==> src/rtl/reg_file_bank.sv <==
// reg_file_bank: NUM_REGS x WIDTH register file, 2 async reads, 1 byte-masked sync write, saturating write counter.
// Define REG_FILE_BYPASS_EN for write-before-read forwarding on same-address read/write.
module reg_file_bank #(
  parameter int WIDTH    = 32,
  parameter int NUM_REGS = 32,
  parameter int ADDR_W   = 5,
  parameter int ZERO_REG = 1,
  parameter int CNT_W    = 16
) (
  input  logic                CLK,
  input  logic                RST_N,
  input  logic                WE,
  input  logic [ADDR_W-1:0]   WriteAddr,
  input  logic [WIDTH-1:0]    Data,
  input  logic [WIDTH/8-1:0]  ByteEn,
  input  logic [ADDR_W-1:0]   ReadAddr1,
  input  logic [ADDR_W-1:0]   ReadAddr2,
  output logic [WIDTH-1:0]    Dout1,
  output logic [WIDTH-1:0]    Dout2,
  output logic [CNT_W-1:0]    WrCount
);
  logic [WIDTH-1:0] r_regs [NUM_REGS];
  logic [CNT_W-1:0] r_cnt;
  logic [WIDTH-1:0] w_mask;
  logic [WIDTH-1:0] w_merged;
  logic [WIDTH-1:0] w_rd1;
  logic [WIDTH-1:0] w_rd2;
  logic             w_commit;
  for (genvar b = 0; b < WIDTH/8; b++) begin : g_mask
    assign w_mask[8*b +: 8] = {8{ByteEn[b]}};
  end
  // a commit excludes hardwired reg 0, so forwarding never leaks data onto address 0
  assign w_commit = RST_N && WE && (|ByteEn) && !((ZERO_REG != 0) && (WriteAddr == '0));
  assign w_merged = (Data & w_mask) | (r_regs[WriteAddr] & ~w_mask);
  assign w_rd1 = ((ZERO_REG != 0) && (ReadAddr1 == '0)) ? '0 : r_regs[ReadAddr1];
  assign w_rd2 = ((ZERO_REG != 0) && (ReadAddr2 == '0)) ? '0 : r_regs[ReadAddr2];
  always_ff @(posedge CLK) begin
    if (!RST_N) begin
      for (int i = 0; i < NUM_REGS; i++) r_regs[i] <= '0;
      r_cnt <= '0;
    end else if (w_commit) begin
      r_regs[WriteAddr] <= w_merged;
      if (r_cnt != '1) r_cnt <= r_cnt + CNT_W'(1);
    end
  end
`ifdef REG_FILE_BYPASS_EN
  assign Dout1 = (w_commit && (ReadAddr1 == WriteAddr)) ? w_merged : w_rd1;
  assign Dout2 = (w_commit && (ReadAddr2 == WriteAddr)) ? w_merged : w_rd2;
`else
  assign Dout1 = w_rd1;
  assign Dout2 = w_rd2;
`endif
  assign WrCount = r_cnt;
endmodule
==> config.mk <==
export PLATFORM = sky130hd
export DESIGN_NAME = reg_file_bank
export DESIGN_NICKNAME = d
export VERILOG_FILES = /design/src/rtl/reg_file_bank.sv
export SDC_FILE = /design/constraint.sdc
export NUM_CORES = 2
export LEC_CHECK = 0
export CAP_MARGIN = 40
export CELL_PAD_IN_SITES_DETAIL_PLACEMENT = 1
export CELL_PAD_IN_SITES_GLOBAL_PLACEMENT = 1
export CORE_ASPECT_RATIO = 0.8
export CORE_MARGIN = 1.5
export CORE_UTILIZATION = 48
export DETAILED_ROUTE_END_ITERATION = 6
export PLACE_DENSITY = 0.76
export SLEW_MARGIN = 20
export SYNTH_ARGS = -nofsm -noshare
export SYNTH_HDL_FRONTEND = slang
export SYNTH_SLANG_ARGS = --single-unit
export TNS_END_PERCENT = 10
==> constraint.sdc <==
create_clock -name CLK -period 2.96 [get_ports CLK]
set_input_delay 0.444 -clock CLK [delete_from_list [all_inputs] [get_ports CLK]]
set_output_delay 0.444 -clock CLK [all_outputs]
set_load 0.03 [all_outputs]
==> parameters.txt <==
Parameter                              Value

Floorplanning
  X dimension of the die ... 403 um
  Ports placed on the boundary ... 134
  Die outline height ... 323 um
  Area of the placeable core ... 127000 um^2
  Core Rows ... 117
  Die area ... 130000 um^2
  Effective utilization at floorplan ... 48.3%

Routing
  Vias per std cell ... 7.67
  Average routed wire per standard cell ... 42.9 um
  Detailed-routing iteration count for the pre-antenna-repair pass ... 7
  DR vias ... 52447
  Starting DRT DRC Count ... 10026
  Count of unresolved DRC violations after routing ... 1
  Final ANT Viol Nets ... 0
  Post-Route WL ... 293000 um

STA
  Final setup skew ... 29.5 ps
  Post-route clock period utilization ... 105%
  Max-slew violation count ... 0
  Highest clock frequency the design can meet ... 322 MHz
  Setup WS post-layout ... -146 ps
  Count of endpoints failing hold in the final timing report ... 0
  Setup Viol. Count Final ... 40
  Post-route worst hold slack ... 318 ps
  Relative slew margins ... 36.2%
  Slew @ Worst Pin ... 948 ps
  Final critical delay including setup and external delays ... 3110 ps
  RSZ-0062 raised after global routing ... true

Setup path
  Launch point of the critical path ... ReadAddr1[3]
  CP Max Fanout ... 4
  Source of the worst register-to-register timing path ... r_regs[14][31]
  Kind of critical path ... in2out
  Critical path required time ... 2520 ps
  Data arrival time at the worst-slack endpoint ... 2660 ps
  Endpoint type of the worst setup path ... primary output
  Element type at the critical path start ... input port

Min path
  Worst hold path class ... in2reg
  Startpoint of the most critical hold path ... RST_N

Layout
  Top library cells by usage in the layout, fill and taps aside ... sky130_fd_sc_hd__edfxtp_1, sky130_fd_sc_hd__nor2_1, sky130_fd_sc_hd__mux4_2
  Ratio of cells with drive above 1 in the final layout ... 39.0%
  Post-synthesis to final-layout area growth ... 25.6%
  Combined area of the multi-input logic cells ... 29500 um^2
  Core Util, Final ... 60.6%
  Filler instances ... 11888
  Final nets ... 5133
  FF+latch area ... 31100 um^2
  Most common cell after layout, fill and taps aside ... sky130_fd_sc_hd__edfxtp_1

Global route
  Vias in the first global route ... 52968
  Total global-route track usage ... 44.6%
  Gr ovfl total ... 0
  Antenna violations before repair ... 6
  Largest net degree at the start of global routing ... 40
  Global-route wire length before repair ... 404000 um

Power
  Power density over the cells ... 517 nW/um^2
  Largest voltage drop on the vdd net ... 0.000489 V
  Cell leakage power ... 28.1 nW

Placement
  Detail Placement HPWL ... 202000 um
  IO Port Bufs ... 133
  Routability-driven placement congestion ratio ... 0.987

Yosys
  Portion of the post-synthesis area used by sequential elements ... 50.6%
  Ys Warns ... 0
  #FFs+latches synth ... 1040
  Post-synth top flop ... sky130_fd_sc_hd__edfxtp_1
  Avg Inst Size Synth ... 13.6 um^2
  Synthesized cell area ... 61300 um^2
  Post-synthesis instance total ... 4502
  Share of async-settable or async-resettable flops after synthesis ... 0%
  Count of flip-flops with a built-in enable after synthesis ... 1024
  Number of library cell types mapped by synthesis ... 77

Clocking
  Clock root buffer master ... sky130_fd_sc_hd__clkbuf_16
  Total clock buffers created by CTS ... 111
  Bufs on Longest Clock Path ... 3
  Worst skew pair latency ... 770 ps
  CTS tree ... yes
  Post-CTS clock slew at the launch and capture registers of the worst setup and hold paths ... 60 ps
  Count of hold buffers inserted by post-cts repair ... 0
  Clock Sink Count ... 1040
  CTS HTree Levels ... 3

Status
  Violated checks ... DRC, setup timing
  Outcome ... complete, but fails checks

Flow run
  Maxcap violations ... 0
[cell families (layout without fill, tap and decap cells)]
kind of cell,count (synthesis),after routing,synth area share (%)
flip-flops,1040,1040,50.6
adder cells (fa/ha/maj),1,1,0.0204
buffers and inverters,513,1148,3.92
other,1,37,0.00611
AND/OR/NAND/NOR,1326,1326,9.22
XOR/XNOR,4,4,0.0571
multiplexers,1035,1035,28.9
AO/OA/AOI/OAI,582,582,7.18
[report_power, final]
part           leakage, nW  switching, W  internal (W)  total (W)
combinational         15.7       0.00471       0.00345    0.00816
sequential            10.7      0.000485        0.0167     0.0172
clock                 1.73       0.00640       0.00806     0.0145
total                 28.1        0.0116        0.0282     0.0398
[path summary, 6_finish.rpt]
kind	end	slack, ps	depth (start not counted)
min	WrCount[6]	320	6
min reg2reg	WrCount[5]	490	2
max reg2reg	r_regs[11][31]	190	8
max	Dout1[17]	-150	10
[worst max-delay path: stages]
cell,delay (ps)
sky130_fd_sc_hd__clkdlybuf4s15_2,340
sky130_fd_sc_hd__buf_4,190
sky130_fd_sc_hd__nor2_4,40
sky130_fd_sc_hd__nand2_2,230
sky130_fd_sc_hd__buf_4,250
sky130_fd_sc_hd__o22ai_2,150
sky130_fd_sc_hd__a211o_1,330
sky130_fd_sc_hd__a31oi_2,350
sky130_fd_sc_hd__buf_4,180
sky130_fd_sc_hd__buf_4,150
[routing by layer]
layer | routed length (um) | GRT usage, %
met2 | 124000 | 65.0
met3 | 45100 | 15.1
met4 | 29000 | 35.2
met5 | 146 | 0
met1 | 94700 | 54.5
[what timing repair did]
| action | 4_1_cts | 5_1_grt |
|---|---|---|
| setup buffers | 39 | 14 |
| gates resized for setup | 178 | 71 |
| pin swaps | 34 | 26 |
| setup endpoints to repair | 64 | 53 |
| cloned | 0 | 1 |
[state kept, by name, indices dropped and copies added (netlist names)]
register,cells
r_regs,1024
WrCount,16
[cell usage after synthesis (all sizes together) (4+ instances only)]
library cell	instances	area share, %
inv	9	0.055
o211ai	29	0.35
mux4	577	21
a2111oi	14	0.20
o32ai	24	0.64
nand2b	14	0.14
nand3	11	0.090
or3	6	0.061
o31ai	8	0.098
o2111ai	4	0.067
mux2	142	2.6
o22a	6	0.086
or4	20	0.24
a22o	13	0.19
a21oi	10	0.082
o32a	4	0.065
o22ai	149	1.6
a31oi	33	0.34
buf	260	2.4
o21ai	61	0.50
edfxtp	1024	50
a221oi	32	0.46
a211o	36	0.51
mux2i	316	5.2
o41ai	6	0.14
a22oi	123	1.5
nor2	956	6.0
or2	5	0.051
nor3	79	0.65
nand4bb	4	0.073
a211oi	21	0.26
and3	7	0.071
clkbuf	243	1.5
nand2	141	0.86
nor2b	45	0.46
nand4b	4	0.057
dfxtp	16	0.52
nor4	11	0.16
nand4	7	0.071
[cell type report]
class | count | area share [%]
diodes | 5 | 0.0162
well taps | 1666 | 2.71
clock buffers | 146 | 3.84
flip-flops and latches | 1040 | 40.3
repair buffers | 935 | 14.0
inverters | 10 | 0.0487
clock inverters | 57 | 0.801
multi-input cells | 2980 | 38.3
[through the flow]
step           TNS, ps  worst slack, ps  total power [W]  cells  instance area [um^2]
2_1_floorplan  -146960             -221           0.0211   4533                 61500
3_3_place_gp   -147590             -645           0.0247   6599                 72000
3_5_place_dp   -211220             -690           0.0249   6600                 72000
4_1_cts          -2550             -104           0.0393   6828                 76600
5_1_grt          -2450             -116           0.0403   6835                 77000
6_report         -2260             -146           0.0398   6839                 77000
(Power assumes the default switching activity.)
